[src/rtl/elementwise_op_pkg.sv]
// Shared types and helpers for the element-wise adder slice.
package elementwise_op_pkg;

    // Per-element schedule phases plus the terminal DONE state.
    typedef enum logic [2:0] {
        P0   = 3'd0,
        P1   = 3'd1,
        P2   = 3'd2,
        P3   = 3'd3,
        DONE = 3'd4
    } phase_e;

    // Address width for a memory of the given depth (never narrower than 1 bit).
    function automatic int addr_width(input int depth);
        return (depth > 32'sd1) ? $clog2(depth) : 32'sd1;
    endfunction

endpackage

[src/rtl/elementwise_op_unit_result_store.sv]
// Result memory: register array with async clear, unconditional write every
// clock at wr_addr_i, and a combinational read port.
module elementwise_op_unit_result_store
    import elementwise_op_pkg::*;
#(
    parameter int MEM_DEPTH = 8,
    parameter int MEM_WIDTH = 32,
    parameter int ADDR_W    = addr_width(MEM_DEPTH)
) (
    input  logic                 clk_i,
    input  logic                 rst_ni,
    input  logic [ADDR_W-1:0]    wr_addr_i,
    input  logic [MEM_WIDTH-1:0] wr_data_i,
    input  logic [ADDR_W-1:0]    rd_addr_i,
    output logic [MEM_WIDTH-1:0] rd_data_o
);

    logic [MEM_WIDTH-1:0] mem_r [MEM_DEPTH];
    logic [MEM_WIDTH-1:0] rd_data_s;

    // Clear on reset; otherwise rewrite the addressed entry on every edge.
    always_ff @(posedge clk_i or negedge rst_ni) begin
        if (!rst_ni) begin
            for (int i = 0; i < MEM_DEPTH; i++) begin
                mem_r[i] <= '0;
            end
        end else begin
            for (int i = 0; i < MEM_DEPTH; i++) begin
                if (wr_addr_i == ADDR_W'(i)) begin
                    mem_r[i] <= wr_data_i;
                end
            end
        end
    end

    // Read mux built as an OR of matching entries so out-of-range addresses read as zero.
    always_comb begin
        rd_data_s = '0;
        for (int i = 0; i < MEM_DEPTH; i++) begin
            rd_data_s = rd_data_s | ((rd_addr_i == ADDR_W'(i)) ? mem_r[i] : {MEM_WIDTH{1'b0}});
        end
    end

    assign rd_data_o = rd_data_s;

endmodule

[src/rtl/elementwise_op_unit.sv]
// Sequential element-wise adder: walks indices 0..MEM_DEPTH-1, one element
// every four clocks, and commits operand1[i] + operand2[i] to the result store.
module elementwise_op_unit
    import elementwise_op_pkg::*;
#(
    parameter int MEM_DEPTH = 8,
    parameter int MEM_WIDTH = 32,
    localparam int ADDR_W   = addr_width(MEM_DEPTH)
) (
    input  logic                 clk_i,
    input  logic                 rst_ni,
    input  logic [MEM_WIDTH-1:0] operand1_i,
    input  logic [MEM_WIDTH-1:0] operand2_i,
    output logic [ADDR_W-1:0]    operand1_addr_o,
    output logic [ADDR_W-1:0]    operand2_addr_o,
    output logic [ADDR_W-1:0]    result_addr_o,
    output logic [MEM_WIDTH-1:0] result_o,
    output logic                 done_o,
    input  logic [ADDR_W-1:0]    rd_addr_i,
    output logic [MEM_WIDTH-1:0] rd_data_o
);

    localparam logic [ADDR_W-1:0] LAST_IDX = ADDR_W'(MEM_DEPTH - 1);

    phase_e               phase_r;
    logic [ADDR_W-1:0]    idx_r;
    logic [MEM_WIDTH-1:0] op1_r;
    logic [MEM_WIDTH-1:0] op2_r;
    logic [MEM_WIDTH-1:0] result_r;
    logic [ADDR_W-1:0]    result_addr_r;
    logic                 done_r;
    logic [MEM_WIDTH-1:0] sum_s;

    // Modular sum of the latched operands; the carry out is dropped.
    always_comb begin
        sum_s = op1_r + op2_r;
    end

    // Index/phase sequencer with operand latches and registered result outputs.
    always_ff @(posedge clk_i or negedge rst_ni) begin
        if (!rst_ni) begin
            phase_r       <= P0;
            idx_r         <= '0;
            op1_r         <= '0;
            op2_r         <= '0;
            result_r      <= '0;
            result_addr_r <= '0;
            done_r        <= 1'b0;
        end else begin
            case (phase_r)
                P0: begin
                    phase_r <= P1;
                end
                P1: begin
                    op1_r   <= operand1_i;
                    op2_r   <= operand2_i;
                    phase_r <= P2;
                end
                P2: begin
                    result_r      <= sum_s;
                    result_addr_r <= idx_r;
                    phase_r       <= P3;
                end
                P3: begin
                    if (idx_r == LAST_IDX) begin
                        done_r  <= 1'b1;
                        phase_r <= DONE;
                    end else begin
                        idx_r   <= idx_r + ADDR_W'(1);
                        phase_r <= P0;
                    end
                end
                DONE: begin
                    phase_r <= DONE;
                end
                default: begin
                    // Unused encodings: restart the sweep cleanly.
                    phase_r <= P0;
                    idx_r   <= '0;
                    done_r  <= 1'b0;
                end
            endcase
        end
    end

    assign operand1_addr_o = idx_r;
    assign operand2_addr_o = idx_r;
    assign result_addr_o   = result_addr_r;
    assign result_o        = result_r;
    assign done_o          = done_r;

    elementwise_op_unit_result_store #(
        .MEM_DEPTH (MEM_DEPTH),
        .MEM_WIDTH (MEM_WIDTH),
        .ADDR_W    (ADDR_W)
    ) u_result_store (
        .clk_i     (clk_i),
        .rst_ni    (rst_ni),
        .wr_addr_i (result_addr_r),
        .wr_data_i (result_r),
        .rd_addr_i (rd_addr_i),
        .rd_data_o (rd_data_o)
    );

endmodule

[config.mk]
export PLATFORM = sky130hd
export DESIGN_NAME = elementwise_op_unit
export DESIGN_NICKNAME = d
export VERILOG_FILES = /design/src/rtl/elementwise_op_pkg.sv /design/src/rtl/elementwise_op_unit_result_store.sv /design/src/rtl/elementwise_op_unit.sv
export SDC_FILE = /design/constraint.sdc
export NUM_CORES = 1
export LEC_CHECK = 0
export CAP_MARGIN = 20
export CORE_MARGIN = 8
export CORE_UTILIZATION = 60
export CTS_CLUSTER_DIAMETER = 150
export DETAILED_ROUTE_END_ITERATION = 10
export PLACE_DENSITY = 0.82
export SYNTH_ARGS = -nofsm -noshare
export SYNTH_HDL_FRONTEND = slang
export SYNTH_SLANG_ARGS = --single-unit
[constraint.sdc]
create_clock -name clk_i -period 4 [get_ports clk_i]
set_input_delay 1.2 -clock clk_i [delete_from_list [all_inputs] [get_ports clk_i]]
set_output_delay 1.2 -clock clk_i [all_outputs]
set_load 0.05 [all_outputs]
### Word-level counts from Yosys, hierarchy flattened

Cells that the tools add are included.
W data, S select, Z words.

* $mul: 0
* muxes and demuxes: 14
* equal/unequal tests: 21
* $lt $le $gt $ge: 0
* divide/modulo/power cells: 0
* shift operators: 0
* add/sub/neg operators: 2
* reduce and logical (&&, ||, !) cells: 6
* bitwise logic cells: 8

Operators by type and width (number)
* $mux W32: 8
* $or A32 B32 Y32: 7
* $add A32 B32 Y32: 1
* $eq A3 B3 Y1 const B: 10
* $eq A3 B2 Y1 const B: 6
* $pmux W3 S5: 1
* $eq A3 B1 Y1 const B: 3
* $logic_not A3 Y1: 3
* $mux W3: 2
* $pmux W3 S2: 1
* $ne A2 B2 Y1 const B: 2
* $reduce_and A2 Y1: 2
* $reduce_or A4 Y1: 1
* $add A3 B1 Y3 const B: 1
* $pmux W1 S2: 1
* $mux W1: 1
* $not A1 Y1: 1

* logic and storage cells: 66
* latch bits: 0
* RAM bits: 0
* bits in read-only memories: 0
* register bits after elaboration: 362
* input bits: 69
* memories kept: 0

### Depth between registers and ports, before layout

Gate-level depths: netlist of the first run.

* word-level depth: 9
* mapped depth: 9
* depth with buffers taken out: 9

### Hierarchy

From an unflattened synthesis of the first run, not the netlist that was laid out.

* cells, all modules: 1184
* area total of the unflattened synthesis: 17314.1 µm²

Modules (own cells, without submodules)
* elementwise_op_unit_result_store: seq. area each 6406.1 µm², cells each 661, instances 1, area each 11617.4 µm²
* elementwise_op_unit: seq. area each 2652.5 µm², cells each 523, instances 1, area each 5696.7 µm²

### Worst setup path before layout of the first run

Ideal clock, no wire load.

* kind: input to output
* start point: in rd_addr_i[1]
* end point: out rd_data_o[17]
* stages: 4
* data arrival time: 2.446 ns
* data required time: 2.800 ns
* buffers on the path: 1
* slack: 0.354 ns
* path through: nor3b_1 > clkbuf_1 > a22oi_1 > nand4_1

* word-level cells in the longest chain between the ends: 9
* elaborated cells on any way between the ends: 23
* classes of those cells: eq/ne (7); mux (8); bitwise (7); reduce/logical (1)

Ends and longest elaborated chain
* from (decl): RTL line elementwise_op_unit.sv:19 `input logic [ADDR_W-1:0] rd_addr_i,`
* $eq A3 B1 Y1 or $logic_not A3 Y1 (tied branches): RTL line elementwise_op_unit_result_store.sv:40 `rd_data_s = rd_data_s | ((rd_addr_i == ADDR_W'(i)) ? mem_r[i] : {MEM_WIDTH{1'b0}});`
* $mux W32: RTL line elementwise_op_unit_result_store.sv:40
* $or A32 B32 Y32 (6 in series): RTL line elementwise_op_unit_result_store.sv:40
* $or A32 B32 Y32 (*): RTL line elementwise_op_unit_result_store.sv:40
* to (decl): RTL line elementwise_op_unit.sv:20 `output logic [MEM_WIDTH-1:0] rd_data_o`

Every way passes the cells marked *; elsewhere a longest branch is shown, timed or not.

### Final worst setup path of the first run

* start point: in rd_addr_i[1]
* end point: out rd_data_o[0]

The elaborated chain is that of the path after synthesis.

==> metrics.md, run 1 <==
| Metric | Value |
|---|---|
| Fin crit share | `101%` |
| Post-synth top cells | `dfrtp_1, mux2_2, a22oi_1` |
| Pwr dens | `523 nW/um^2` |
| Hold depth | `1` |
| Antenna violations before repair | `0` |
| Worst slew pin tran | `0.785 ns` |
| Io pins | `143` |
| Reg2reg end | `result_o[30]$_DFFE_PN0P_` |
| Multi-input combinational cell area | `7210 sq um` |
| Clock transition at the registers of the reported paths | `0.06 ns` |
| Final critical-path required period | `4.03 ns` |
| Worst EP required | `2.80 ns` |
| Total GRT Usage | `25.7%` |
| Most used DFF post-synth | `dfrtp_1` |
| Reg2reg start | `op1_r[0]$_DFFE_PN0P_` |
| Critical path type | `input port to output port` |
| Vias in the first global route | `12200` |
| Total Wirelength | `42600 um` |
| Core Util, Final | `75.7%` |
| GR Overflow Total | `0` |
| Register area share after synthesis | `54.9%` |
| Cell count after synthesis | `1284` |
| Failing checks | `negative setup slack` |
| Via count | `11600` |
| Global-route wire length before repair | `68100 um` |
| Fraction of layout instances using a drive strength above 1 | `34.3%` |
| Kind of end point of the critical path | `output port` |
| Worst reg2reg path depth | `9` |
| EDFF count, synth | `0` |
| Hold Startpoint | `u_result_store.mem_r[87]$_DFFE_PN0N_` |
| Largest cells by area after synthesis | `dfrtp_1, mux2_2, a22oi_1` |
| Synthesized area per cell | `12.9 sq um` |
| ANT cells | `0` |
| Pre-antenna DRT Iters | `6` |
| Startpoint Class | `input port` |
| Area leader, netlist | `dfrtp_1` |
| GP Congestion | `0.953` |
| Post-synth top area share | `54.9%` |
| Worst clock skew | `0.0235 ns` |
| Initial Util | `61.2%` |
| Worst vdd ir | `288 uV` |
| CTS Sinks | `362` |
| CP max-delay cell | `bufbuf_16` |
| Worst Path Arrival | `2.83 ns` |
| Critical-path maximum fanout | `7` |
| Avg WL per Cell | `23.7 um` |
| Max Cap Violations | `0` |
| # port buffers | `142` |
| ANT nets after route | `0` |
| Die extent in y | `182 um` |
| Latest clock arrival within the worst-skew pair | `0.53 ns` |
| Rows | `60` |
| Total CTS buffers | `37` |
| Largest net degree at the start of global routing | `83` |
| Syn_nets | `1387` |
| Async SR Flop Fraction | `100%` |
| Fillcell total | `1658` |
| Maximum buffer depth of the clock tree | `3` |
| H-tree depth | `2` |
| Critical path's largest stage delay | `0.30 ns` |
| CTS tree | `yes` |
| Top-count cell post-synth | `dfrtp_1` |
| RSZ-0062 raised after global routing | `true` |
| Final worst slack | `-0.0272 ns` |
| Leakage | `8.45 nW` |
| Layout area overhead | `23.7%` |
| Fmax | `248 MHz` |
| Post-DR vias/cell | `6.45` |
| Final setup viols | `1` |
| Synthesized flop and latch total | `362` |
| Total Nets Final | `1535` |
| Slew Limit Fails | `0` |
| Hpwl dp | `26800 um` |
| Count of final hold-check violations | `0` |
| Netlist cell types | `58` |
| Run status | `complete, but fails checks` |
| Worst slack at placement | `-0.300 ns` |
| CTS root buffer | `clkbuf_16` |
| Initial DRC count | `1139` |
| Die Wd | `182 um` |
| Worst hold path endpoint | `u_result_store.mem_r[87]$_DFFE_PN0N_` |
| Cell Area, Placed | `19000 sq um` |
| YS warnings | `0` |
| Slew HR | `47.6%` |
| Final instance area | `20400 sq um` |
| DR DRC count | `0` |
| Post-Syn Area | `16500 sq um` |
| Worst hold path type | `register to register` |
| Placeable Area | `27000 sq um` |
| Seq. cell area | `9060 sq um` |
| Die footprint | `33100 sq um` |
| CP Cell Sequence | `dlygate4sd2_1 -> buf_6 -> and3b_2 -> bufbuf_16 -> a22oi_2 -> nand4_1 -> buf_12` |
| R2r setup slk | `0.93 ns` |
==> through the flow <==
step | std cells | TNS [ns] | total power [W] | hold WS [ns]
floorplan | 1284 | 0 | 0.00605 | 0.480
global placement | 1729 | -5.30 | 0.00702 | 0.487
detailed placement | 1729 | -7.04 | 0.00712 | 0.494
CTS | 1798 | 0 | 0.0107 | 0.507
global route | 1798 | -0.0644 | 0.0111 | 0.514
finish | 1798 | -0.0272 | 0.0107 | 0.505
==> kinds of logic after synthesis <==
kind of cell	count (synthesis)	share of synthesized area, %
compound gates	261	11.1
buf+inv	89	2.24
simple gates	192	5.91
mux	325	22.2
fa+ha+maj	34	2.62
xor+xnor	21	1.11
flops	362	54.9
==> what timing repair did <==
item / 4_1_cts / 5_1_grt
pin swaps: 12 / 6
gates cloned: 2 / 0
setup endpoints to repair: 32 / 24
buffers inserted: 3 / 0
gates resized for setup: 24 / 8
hold buffers: 0 / 0
==> registers in the layout, summed over array words and instances, names as in the netlist <==
signal,flops
u_result_store.mem_r,256
result_o,32
done_o,1
operand1_addr_o,3
phase_r,3
op1_r,32
result_addr_o,3
op2_r,32
==> cell type report <==
class | instances | area share (%)
clock buffers | 54 | 5.25
clock inverters | 10 | 0.840
inverters | 3 | 0.0552
multi-input cells | 833 | 35.3
flip-flops and latches | 362 | 44.4
well taps | 341 | 2.09
repair buffers | 195 | 12.1
==> how the worst max path moves through the flow <==
stage	start	end	slack (ns)	cells past startpoint
2_1_floorplan	rd_addr_i[1]	rd_data_o[17]	0.35	4
4_1_cts	rd_addr_i[0]	rd_data_o[27]	0.01	8
3_5_place_dp	rd_addr_i[0]	rd_data_o[19]	-0.30	6
6_report	rd_addr_i[1]	rd_data_o[0]	-0.03	7
5_1_grt	rd_addr_i[1]	rd_data_o[0]	-0.03	7
3_3_place_gp	rd_addr_i[0]	rd_data_o[19]	-0.24	6
==> critical path: cells and delay by family <==
kind                   cells  cell delay, ns
buffers and inverters      4            0.92
and+or+nand+nor            2            0.54
AOI/OAI and AO/OA          1            0.16
==> placed cells by master, fill, tap and decap left out, drive strengths merged, types with 3 or more instances in the layout <==
master,instances
xnor2,10
clkbuf,55
bufinv,4
and3,8
nor2,29
nand2b,3
xor2,11
nor3b,7
o211ai,5
a21o,16
o31ai,3
and2,3
a22oi,128
ha,33
nand4,40
a31oi,6
nand3b,3
a211oi,5
mux2,322
clkinvlp,4
dfrtp,362
a21oi,32
o21ai,42
buf,85
inv,3
a32oi,3
nand3,13
o21a,4
mux2i,3
nand2,65
nor3,9
clkdlybuf4s50,106
==> per-layer routing <==
layer / up-vias / GRT usage, % / share of wire, %
li1: 5094 / - / -
met1: 5959 / 33.6 / 42
met2: 455 / 42.2 / 49
met3: 91 / 5.25 / 6.6
met4: 0 / 8.79 / 2.7
met5: - / 0 / 0
==> where the power goes <==
part           switching [W]  total [W]  internal, W
logic                0.00121    0.00232      0.00111
clock network        0.00141    0.00353      0.00212
registers           0.000541    0.00483      0.00428
Note: power is estimated with default switching activity, not from simulation.
==> run 2: changes to the inputs <==
GPL_ROUTABILITY_DRIVEN = 0   (was default)
==> run 2 against run 1 <==
The flow now finishes without violations. Power down 1.1%. Via count up 1.7%. Largest power group unchanged. Combinational power about the same. Final cell count up 0.67%. Maximum frequency up 1.2%. Global-route usage up 0.75 points.
==> metrics.md, run 2 (synthesis gave the netlist of run 1 again) <==
| Metric | Value |
|---|---|
| Max Cap Violations | `0 (unchanged)` |
| Worst clock skew | `0.0220 ns (-0.00147 ns)` |
| Count of final hold-check violations | `0 (unchanged)` |
| Worst EP required | `2.80 ns (about the same)` |
| Global-route wire length before repair | `69800 um (+2.6%)` |
| Maximum buffer depth of the clock tree | `3 (unchanged)` |
| ANT nets after route | `0 (unchanged)` |
| H-tree depth | `2 (unchanged)` |
| RSZ-0062 raised after global routing | `true` |
| Die extent in y | `182 um (unchanged)` |
| # port buffers | `142 (unchanged)` |
| CTS Sinks | `362 (unchanged)` |
| Final worst slack | `0.0193 ns (+0.0465 ns)` |
| Kind of end point of the critical path | `output port` |
| Antenna violations before repair | `0 (unchanged)` |
| Latest clock arrival within the worst-skew pair | `0.53 ns (about the same)` |
| Hold slack | `0.507 ns (+0.00165 ns)` |
| Most frequent cells in the layout | `dfrtp_1, mux2_2, a22oi_1` |
| Final setup viols | `0 (-1)` |
| Io pins | `143 (unchanged)` |
| CTS tree | `yes` |
| Reg2reg end | `result_o[30]$_DFFE_PN0P_` |
| Rows | `60 (unchanged)` |
| Largest net degree at the start of global routing | `89 (+7.2%)` |
| Commonest non-fill, non-tap cell in the layout | `dfrtp_1` |
| Avg WL per Cell | `24.2 um (+2.0%)` |
| Fmax | `251 MHz (+1.2%)` |
| Die Wd | `182 um (unchanged)` |
| Critical path type | `input port to output port` |
| Slew Limit Fails | `0 (unchanged)` |
| CTS root buffer | `clkbuf_16` |
| Hold depth | `1 (unchanged)` |
| Fin Setup TNS | `0 ns (+0.0272 ns)` |
| Slew HR | `47.1% (-0.54 points)` |
| Leakage | `8.51 nW (+0.73%)` |
| Worst vdd ir | `313 uV (+8.4%)` |
| Initial DRC count | `1073 (-5.8%)` |
| Worst hold path type | `register to register` |
| Worst slew pin tran | `0.793 ns (+0.00805 ns)` |
| Placeable Area | `27000 sq um (unchanged)` |
| Max reg flops | `256 (unchanged)` |
| Most flops, register | `u_result_store.mem_r` |
| Worst slack at placement | `-0.289 ns (+0.0118 ns)` |
| Worst Path Arrival | `2.78 ns (-0.05 ns)` |
| Layout area overhead | `24.1%` |
| Fraction of layout instances using a drive strength above 1 | `35.0% (+0.67 points)` |
| Die footprint | `33100 sq um (unchanged)` |
| Worst reg2reg path depth | `9 (unchanged)` |
| Hpwl dp | `26900 um (+0.34%)` |
| Reg2reg start | `op1_r[0]$_DFFE_PN0P_` |
| Crit path from | `rd_addr_i[2]` |
| Via count | `11800 (+1.7%)` |
| Total CTS buffers | `38 (+2.7%)` |
| Vias in the first global route | `12400 (+1.7%)` |
| Startpoint Class | `input port` |
| R2r setup slk | `0.97 ns (+0.04 ns)` |
| Run status | `finished, final reports clean` |
| Total Nets Final | `1548 (+0.85%)` |
| Initial Util | `61.2% (unchanged)` |
| PnR Total Power | `0.0106 W (-1.1%)` |
| GR Overflow Total | `0 (unchanged)` |
| Pre-antenna DRT Iters | `6 (unchanged)` |
| Total Wirelength | `43800 um (+2.7%)` |
| Pwr dens | `515 nW/um^2 (-1.5%)` |
| Total GRT Usage | `26.4% (+0.75 points)` |
| ANT cells | `0 (unchanged)` |
| Fin crit share | `99.5% (-1.2 points)` |
| Clock transition at the registers of the reported paths | `0.06 ns (about the same)` |
| Setup crit end | `rd_data_o[13]` |
| Post-DR vias/cell | `6.52 (+1.0%)` |
| Critical-path maximum fanout | `12 (+5)` |
| Final critical-path required period | `3.98 ns (-0.0465 ns)` |
| DR DRC count | `0 (unchanged)` |
[run 2: cell count changes in the layout (fill, tap and decap cells not counted), moves of 3 or more]
cell	delta
a22oi_1	-5
a22oi_2	+5
buf_4	+11
clkbuf_8	-3
clkinv_2	+5
clkinvlp_4	-4
nor3b_2	-3
nor3b_4	+3
[run 2: how the worst min path moves through the flow]
stage                                          startpoint                                     to
global placement    u_result_store.mem_r[139]$_DFFE_PN0N_  u_result_store.mem_r[139]$_DFFE_PN0N_
CTS                  u_result_store.mem_r[18]$_DFFE_PN0N_   u_result_store.mem_r[18]$_DFFE_PN0N_
finish                              op2_r[23]$_DFFE_PN0P_                  op2_r[23]$_DFFE_PN0P_
floorplan             u_result_store.mem_r[0]$_DFFE_PN0N_    u_result_store.mem_r[0]$_DFFE_PN0N_
global route         u_result_store.mem_r[49]$_DFFE_PN0N_   u_result_store.mem_r[49]$_DFFE_PN0N_
detailed placement   u_result_store.mem_r[18]$_DFFE_PN0N_   u_result_store.mem_r[18]$_DFFE_PN0N_
[run 2: per-stage QoR]
stage	util [%]	cell area (sq um)	instances
floorplan	-	16500	1284
global placement	70.6	19000	1738
detailed placement	70.6	19000	1738
CTS	75.9	20500	1810
global route	76.0	20500	1810
finish	76.0	20500	1810
[run 2: power by group]
part           internal, W  total (W)  switching (W)  leakage [nW]
combinational      0.00112    0.00232        0.00120          3.74
sequential         0.00429    0.00486       0.000578          4.20
clock              0.00197    0.00337        0.00140         0.577
total              0.00738     0.0106        0.00318          8.51
[run 2: worst max-delay path, stage by stage]
cell	delay [ns]
dlygate4sd2_1	0.23
buf_6	0.12
and3b_1	0.20
buf_4	0.21
a22oi_1	0.32
nand4_1	0.26
buf_12	0.23
[run 2: cell type report]
cell class | instances | area [sq um]
clock buffers | 54 | 1060
clock inverters | 10 | 108
fillers | 1636 | 6470
inverters | 3 | 11.3
multi-input cells | 833 | 7250
flip-flops and latches | 362 | 9060
well taps | 341 | 427
repair buffers | 207 | 2570
[run 2: what timing repair did]
item                                    4_1_cts  5_1_grt
endpoints found under the setup margin       32       27
pin swaps                                    11       15
buffers inserted                              5        1
gates cloned                                  4        0
gates resized for setup                      30       12
hold buffers                                  0        0
[run 2: routing by layer]
metal	share of wire [%]	track usage, %
met4	3.2	10.3
met2	49	43.2
met5	0	0
met1	41	34.6
met3	7.0	4.93
==> run 3: changes to the inputs <==
CORE_UTILIZATION = 58   (was 60)
PLACE_DENSITY = 0.8   (was 0.82)
clock period = 4.2 ns   (was 4 ns; I/O delays follow)
==> run 3 against run 2 <==
Non-clock buffer count is 15 lower. Die area is 3.1% higher. Highest routed layer unchanged. Sequential share of layout area is 0.45 points higher.
==> metrics.md, run 3 (synthesis gave the netlist of run 1 again) <==
| Metric | Value |
|---|---|
| Clock share of power | `33.7% (+1.8 points)` |
| Final critical-path required period | `4.07 ns` |
| Post-DR vias/cell | `6.26 (-4.0%)` |
| Initial Util | `59.1% (-2.2 points)` |
| Die Wd | `185 um (+1.6%)` |
| Hpwl dp | `26700 um (-0.63%)` |
| Antenna violations before repair | `1 (+1)` |
| # port buffers | `142 (unchanged)` |
| Max reg flops | `256 (unchanged)` |
| NetSw | `0.00303 W (-4.8%)` |
| GR Overflow Total | `0 (unchanged)` |
| Cell Area, Placed | `19000 sq um (-0.30%)` |
| Worst slew pin tran | `0.875 ns (+0.0812 ns)` |
| Final worst slack | `0.126 ns (+0.107 ns)` |
| Latest clock arrival within the worst-skew pair | `0.53 ns (about the same)` |
| PnR Total Power | `0.0102 W (-3.4%)` |
| Layout area overhead | `22.9%` |
| CTS Sinks | `362 (unchanged)` |
| Post-CTS Hold Fix Bufs | `0 (unchanged)` |
| Max Cap Violations | `0 (unchanged)` |
| Kind of end point of the critical path | `output port` |
| Worst slack at placement | `-0.122 ns (+0.167 ns)` |
| Critical path type | `input port to output port` |
| Total Nets Final | `1533 (-0.97%)` |
| H-tree depth | `2 (unchanged)` |
| Startpoint Class | `input port` |
| Count of final hold-check violations | `0 (unchanged)` |
| Worst vdd ir | `293 uV (-6.4%)` |
| Final setup viols | `0 (unchanged)` |
| Hold depth | `1 (unchanged)` |
| CP max-delay cell | `dlygate4sd2_1` |
| Fin crit share | `97.0%` |
| Worst clock skew | `0.0157 ns (-0.00637 ns)` |
| WP buf/inv | `5 (+1)` |
| Total Wirelength | `41600 um (-4.9%)` |
| Fmax | `245 MHz` |
| Worst reg2reg path depth | `9 (unchanged)` |
| CTS tree | `yes` |
| Via count | `11500 (-2.6%)` |
| Vias in the first global route | `12000 (-3.6%)` |
| Total GRT Usage | `24.6% (-1.9 points)` |
| Sw frac | `29.7% (-0.41 points)` |
| Worst hold path type | `register to register` |
| Largest net degree at the start of global routing | `107 (+20%)` |
| Avg WL per Cell | `22.7 um (-6.2%)` |
| Critical-path maximum fanout | `17 (+5)` |
| Crit. path cell count | `8 (+1)` |
| Most frequent cells in the layout | `dfrtp_1, mux2_2, a22oi_1` |
| Leakage | `8.44 nW (-0.88%)` |
| Comb power frac | `21.1% (-0.9 points)` |
| Total CTS buffers | `38 (unchanged)` |
| Placed Cells | `1768 (+1.7%)` |
| Critical path's largest stage delay | `0.40 ns (+0.08 ns)` |
| Fraction of layout instances using a drive strength above 1 | `33.6% (-1.4 points)` |
| Die footprint | `34100 sq um (+3.1%)` |
| Slew HR | `41.7% (-5.4 points)` |
| Maximum buffer depth of the clock tree | `3 (unchanged)` |
| Run status | `finished, final reports clean` |
| Placeable Area | `27900 sq um (+3.6%)` |
| Global-route wire length before repair | `66400 um (-4.9%)` |
| Die extent in y | `185 um (+1.6%)` |
| Int Pwr | `0.00717 W (-2.9%)` |
| Final instance area | `20300 sq um (-1.0%)` |
| Slew Limit Fails | `0 (unchanged)` |
| Rows | `61 (+1.7%)` |
| RSZ-0062 raised after global routing | `false` |
| Crit-path leading delay family | `buffers and inverters` |
| Initial DRC count | `988 (-7.9%)` |
| Clock transition at the registers of the reported paths | `0.06 ns (about the same)` |
| Commonest non-fill, non-tap cell in the layout | `dfrtp_1` |
| Fin Setup TNS | `0 ns (unchanged)` |
| CP Cell Sequence | `dlygate4sd2_1 -> buf_4 -> nor3_2 -> buf_12 -> buf_12 -> a22oi_1 -> nand4_1 -> buf_12` |
| Worst Path Arrival | `2.81 ns (+0.03 ns)` |
| Io pins | `143 (unchanged)` |
| Worst EP required | `2.94 ns (+0.14 ns)` |
| Most flops, register | `u_result_store.mem_r` |
| Seq pwr share | `45.2% (-0.9 points)` |
| Pwr dens | `503 nW/um^2 (-2.4%)` |
| Cell Count, Final, Fillers Out | `1836 (+1.4%)` |
| DR DRC count | `0 (unchanged)` |
| Pre-antenna DRT Iters | `5 (-1)` |
| Top cell by count, worst path | `buf_12` |
| ANT nets after route | `0 (unchanged)` |
| CTS root buffer | `clkbuf_16` |
run 3: changes by cell type in the layout (fill, tap and decap cells not counted), moves of 4 or more:
cell and change:
a22oi_1 +20, clkinv_2 +4, buf_6 -5, a22oi_2 -20, clkbuf_1 -9, buf_12 -5
run 3: layer usage:
metal | track usage, % | vias up | wire [um]
met5 | 0 | - | 0
met4 | 7.55 | 0 | 1090
met2 | 40.7 | 421 | 20200
li1 | - | 5105 | -
met1 | 33.0 | 5877 | 17800
met3 | 3.84 | 85 | 2540
run 3: repair_timing:
action / 4_1_cts / 5_1_grt
gates resized for setup: 6 / 0
endpoints found under the setup margin: 32 / 0
buffers inserted: 0 / 0
run 3: path summary, 6_finish.rpt:
kind                                                         to  slack (ns)                                  from
setup / recovery                                  rd_data_o[13]        0.13                          rd_addr_i[0]
hold / removal             u_result_store.mem_r[57]$_DFFE_PN0N_        0.51  u_result_store.mem_r[57]$_DFFE_PN0N_
setup reg to reg                       result_o[26]$_DFFE_PN0P_        1.15                  op1_r[0]$_DFFE_PN0P_
hold reg to reg            u_result_store.mem_r[57]$_DFFE_PN0N_        0.51  u_result_store.mem_r[57]$_DFFE_PN0N_
max in group asynchronous  u_result_store.mem_r[79]$_DFFE_PN0N_        2.40                                rst_ni
min in group asynchronous   u_result_store.mem_r[3]$_DFFE_PN0N_        0.78                                rst_ni
run 3: power groups by stage:
stage          registers [W]  logic [W]  clock network, W
5_1_grt              0.00467    0.00229           0.00362
2_1_floorplan        0.00465    0.00111                 0
3_3_place_gp         0.00458    0.00210                 0
3_5_place_dp         0.00463    0.00215                 0
4_1_cts              0.00459    0.00217           0.00349
6_report             0.00461    0.00215           0.00343
run 3: layout make-up:
type	instances	area, sq um
sequential	362	9060
fill	1910	7660
multi-input combinational	833	7130
timing repair buffer	192	2310
clock buffer	45	1020
tap	378	473
clock inverter	22	267
inverter	3	11.3
antenna	1	2.50
run 3: metrics by stage:
stage | util (%) | hold slack [ns]
final | 72.6 | 0.507
after global routing | 72.6 | 0.513
after global placement | 67.9 | 0.487
after CTS | 72.6 | 0.507
after detailed placement | 67.9 | 0.494
after floorplan | - | 0.480
==> patch 1 (settings of run 3) <==
Reset style: synchronous (`rst_ni`), changed in 2 clocked blocks. Comments in the files are not updated.
--- a/src/rtl/elementwise_op_unit_result_store.sv
+++ b/src/rtl/elementwise_op_unit_result_store.sv
@@ -19,7 +19,7 @@
     logic [MEM_WIDTH-1:0] rd_data_s;
 
     // Clear on reset; otherwise rewrite the addressed entry on every edge.
-    always_ff @(posedge clk_i or negedge rst_ni) begin
+    always_ff @(posedge clk_i) begin
         if (!rst_ni) begin
             for (int i = 0; i < MEM_DEPTH; i++) begin
                 mem_r[i] <= '0;
--- a/src/rtl/elementwise_op_unit.sv
+++ b/src/rtl/elementwise_op_unit.sv
@@ -37,7 +37,7 @@
     end
 
     // Index/phase sequencer with operand latches and registered result outputs.
-    always_ff @(posedge clk_i or negedge rst_ni) begin
+    always_ff @(posedge clk_i) begin
         if (!rst_ni) begin
             phase_r       <= P0;
             idx_r         <= '0;
Formal check against the unedited RTL: differs if rst_ni is asserted again (counterexample within 4 cycles, from zero or initial values and one cycle with rst_ni low); with rst_ni held inactive, the same outputs for 10 cycles.
==> patch 1 against run 3 <==
Final cell count is 3.1% higher. Worst setup slack worse by 15 ps. Maximum frequency is 0.37% lower. Utilization is 1.0 points lower. Register-to-register slack better by 120 ps. Hold slack worse by 41 ps. Sequential share of layout area is 6.8 points higher. Wire length is 1.2% higher. Sequential cell count stayed put. Area after synthesis is 5.8% lower. Largest cell class unchanged. Final area is 6.0% lower.
Power is not compared: it rests on default switching activity, and its combinational part moved more than twofold at a synthesized area within 25%.
==> patch 1: results (changes against run 3) <==
largest net degree at the start of global routing=66 (-38%); placed cell area=17800 µm² (-6.0%); Final #Nets=1629 (+6.3%); Num CTS Buffers=36 (-5.3%); dpl hpwl=26.9 mm (+0.79%); Inst Count DP=1827 (+3.3%); Iteration-0 DRC Markers=1330 (+35%); number of flops mapped to enable cells by yosys=256 (+256); Via density=6.20 (-0.93%); Fillers=1770 (-7.3%); worst r2r src=op1_r[0]; Syn Inst Count=1396 (+8.7%); r2r setup slk=1270 ps (+120 ps); status=finished, final reports clean; ranking of synthesized cells by area=edfxtp_1, dfxtp_1, a22oi_1, nor2_1, nand2_1; routed length on met3=3.78 mm (+49%); Post-Syn Nets=1499 (+8.1%); first-pass GRT wire length=64.7 mm (-2.5%); WHS Endpoint=op2_r[3]; slowest stage delay, CP=260 ps (-140 ps); hold path cells=2 (+1); pre-CTS setup slack=-135 ps (-12.5 ps); Met1 Wirelength=16.3 mm (-8.2%); total global-route track usage=0.251 (+0.00569); Layout Skew=11.5 ps (-4.13 ps); area occupied by multi-input gates=5340 µm² (-25%); initial antenna violation count=0 (-1); drt first pass iters=8 (+3); post-synthesis sequential area ratio=0.631 (+0.0820); relative slew slack=0.422 (+0.00462)
patch 1: cell type report:
cell class	instances	area share
sequential	362	0.515
multi-input combinational	906	0.280
timing repair buffer	187	0.119
clock buffer	48	0.0507
tap	341	0.0224
clock inverter	16	0.00696
inverter	33	0.00650
patch 1: timing repair:
item | CTS | global route
gates resized for setup | 16 | 5
gates cloned | 0 | 0
buffers inserted | 0 | 0
pin swaps | 6 | 2
endpoints found under the setup margin | 31 | 30
patch 1: how the worst max path moves through the flow:
stage | from | slack, ps | endpoint
2_1_floorplan | rd_addr_i[1] | 430 | rd_data_o[1]
3_3_place_gp | rd_addr_i[0] | -150 | rd_data_o[29]
3_5_place_dp | rd_addr_i[0] | -130 | rd_data_o[29]
4_1_cts | rd_addr_i[2] | -10 | rd_data_o[20]
5_1_grt | rd_addr_i[0] | 70 | rd_data_o[23]
6_report | rd_addr_i[0] | 110 | rd_data_o[23]
patch 1: cells by family (layout without fill, tap and decap cells):
kind of cell | after synthesis | after routing | synth area share
flip-flops | 362 | 362 | 0.631
AO/OA/AOI/OAI | 322 | 322 | 0.151
multiplexers | 1 | 1 | 0.000644
XOR/XNOR | 26 | 26 | 0.0146
adder cells (fa/ha/maj) | 34 | 34 | 0.0278
buffers and inverters | 128 | 284 | 0.0317
AND/OR/NAND/NOR | 523 | 523 | 0.143
patch 1: power groups by stage:
stage               Clock [mW]  Combinational, mW  Sequential [mW]
global route              3.19               1.09             4.08
floorplan                    0              0.486             4.20
detailed placement           0               1.01             4.14
CTS                       3.06               1.02             4.07
global placement             0              0.994             4.13
finish                    3.03               1.03             4.07
patch 1: critical path, delay by kind of cell:
family	cells	cell delay, ps
and+or+nand+nor	2	410
buffers and inverters	5	1000
AOI/OAI and AO/OA	1	150
==> patch 2 (config.mk and constraints of run 3) <==
Without the edit above. `MEM_DEPTH` is set to 8 in 2 places; all go to 16.
--- a/src/rtl/elementwise_op_unit_result_store.sv
+++ b/src/rtl/elementwise_op_unit_result_store.sv
@@ -3,7 +3,7 @@
 module elementwise_op_unit_result_store
     import elementwise_op_pkg::*;
 #(
-    parameter int MEM_DEPTH = 8,
+    parameter int MEM_DEPTH = 16,
     parameter int MEM_WIDTH = 32,
     parameter int ADDR_W    = addr_width(MEM_DEPTH)
 ) (
--- a/src/rtl/elementwise_op_unit.sv
+++ b/src/rtl/elementwise_op_unit.sv
@@ -3,7 +3,7 @@
 module elementwise_op_unit
     import elementwise_op_pkg::*;
 #(
-    parameter int MEM_DEPTH = 8,
+    parameter int MEM_DEPTH = 16,
     parameter int MEM_WIDTH = 32,
     localparam int ADDR_W   = addr_width(MEM_DEPTH)
 ) (
Ports: changed (resized operand1_addr_o, operand2_addr_o, rd_addr_i and result_addr_o); port bits go from 143 to 147. No check against the original RTL was run, so the function may have changed too.
==> patch 2 against run 3 <==
The run now ends with negative setup slack left. Utilization shrank 0.64 points. Final cell count grew 66%. Area after synthesis grew 69%. Total power grew 59%. Worst setup slack lost 190 ps. Sequential share of layout area grew 0.58 points. Wire length grew 110%. Maximum frequency shrank 4.5%. Clock skew shrank 4.2 ps. Sequential cell count grew 258. Register-to-register slack gained 30 ps. Critical path depth grew 1. Final area grew 69%. Largest power group unchanged.
==> patch 2: results (changes against run 3) <==
Setup crit start=rd_addr_i[3]; number of setup violations in the final report=6 (+6); R2R Path End=result_o[24]; Slowest cell on crit path=a222oi_1; drt first pass iters=7 (+2); critical path endpoint=rd_data_o[16]; Clk Latency, worst-skew pair=640 ps (+110 ps); total global-route track usage=0.309 (+0.0634); Hold Path Class=reg2reg; slowest stage delay, CP=560 ps (+160 ps); ys async rst share=1.00 (unchanged); final WL=88.5 mm (+110%); number of port buffers=146 (+2.8%); Num CTS Buffers=61 (+61%); dpl hpwl=54.4 mm (+100%); Via density=6.83 (+9.1%); largest net degree at the start of global routing=125 (+17%); via count=20800 (+81%); Top reg by flops=u_result_store.mem_r; Synth top area share=0.556 (+0.00688); H-tree levels=2 (unchanged); Synth Warn #=0 (unchanged); Fillers=2917 (+53%); Tightest Pin Transition=926 ps (+51.6 ps); initial antenna violation count=2 (+1); Inst Count DP=2899 (+64%); Worst Reg2Reg Path Length in Cells=10 (+1); Iteration-0 DRC Markers=2764 (+180%); first-pass GRT wire length=133 mm (+100%); Longest Clk Path Bufs=3 (unchanged); Crit path arrival time=3010 ps (+200 ps); worst r2r src=op2_r[0]; commonest cells in the netlist=dfrtp_1, mux2_2, clkbuf_1, nand2_1, a22oi_1; VDD IR-drop max=0.304 mV (+4.0%); Post-Syn Nets=2235 (+61%); Syn Inst Count=2132 (+66%); leakage power=14.9 nW (+76%); ranking of synthesized cells by area=dfrtp_1, mux2_2, a22oi_1, a221oi_1, a22o_1; post-synthesis sequential area ratio=0.556 (+0.00688); number of global-route vias before repair=21900 (+83%); Min Hold Slack=492 ps (-14.4 ps); max FFs per register=512 (+100%); Worst-path clk slew=60 ps (about the same); Final ANT Viol Nets=0 (unchanged); Final #Nets=2483 (+62%); post-synthesis cell type count=64 (+10%); status=finished with violations; post-layout worst setup margin=-66.4 ps (-193 ps); share of layout cells above drive strength 1=0.414 (+0.0787); r2r setup slk=1180 ps (+30 ps); post-route setup TNS=-241 ps (-241 ps); CP max FO=9 (-8); failing checks=negative setup slack; Layout Skew=11.5 ps (-4.22 ps)
-- patch 2: worst max-delay path, delay by kind of cell --
kind,cells,cell delay [ps]
AO/OA/AOI/OAI,1,560
buffers and inverters,5,730
AND/OR/NAND/NOR,3,420
-- patch 2: timing repair --
action	CTS	global route
buffers inserted	16	14
hold buffers	0	0
gates cloned	4	0
gates resized for setup	77	44
pin swaps	32	32
endpoints found under the setup margin	32	32
-- patch 2: how the worst min path moves through the flow --
stage / startpoint / end / cells past startpoint
final: u_result_store.mem_r[284] / u_result_store.mem_r[284] / 1
after global routing: u_result_store.mem_r[51] / u_result_store.mem_r[51] / 1
after CTS: u_result_store.mem_r[38] / u_result_store.mem_r[38] / 1
after detailed placement: u_result_store.mem_r[38] / u_result_store.mem_r[38] / 1
after global placement: u_result_store.mem_r[284] / u_result_store.mem_r[284] / 1
after floorplan: u_result_store.mem_r[38] / u_result_store.mem_r[38] / 1
-- patch 2: per-stage QoR --
| step | area, µm² | utilization | setup slack, ps |
|---|---|---|---|
| floorplan | 27900 | - | -25.1 |
| global placement | 31500 | 0.660 | -724 |
| detailed placement | 31500 | 0.660 | -722 |
| CTS | 34000 | 0.713 | -3.00 |
| global route | 34300 | 0.719 | -101 |
| finish | 34300 | 0.719 | -66.4 |
-- patch 2: cells by family after synthesis --
logic type | synth area share
xor+xnor | 0.00753
simple gates | 0.0524
flops | 0.556
compound gates | 0.103
fa+ha+maj | 0.0151
mux | 0.237
buf+inv | 0.0284
-- patch 2: routing by layer --
metal	vias up	share of wire	GRT usage
met5	-	0	0
met4	0	0.053	0.160
met3	353	0.10	0.0813
met2	1346	0.47	0.490
met1	10600	0.38	0.389
li1	8442	-	-
-- patch 2: where the power goes --
part           total (mW)  internal (mW)  switching (mW)
Combinational        3.06           1.42            1.64
Sequential           7.60           6.84           0.761
Clock                5.59           3.24            2.35
-- patch 2: cell type report --
cell class / count / area [µm²] / share of cell area
flip-flops and latches: 620 / 15500 / 0.453
multi-input cells: 1331 / 12100 / 0.352
repair buffers: 353 / 3820 / 0.111
clock buffers: 92 / 1840 / 0.0535
well taps: 615 / 769 / 0.0224
clock inverters: 19 / 206 / 0.00602
inverters: 13 / 48.8 / 0.00142
diodes: 2 / 5.00 / 0.000146
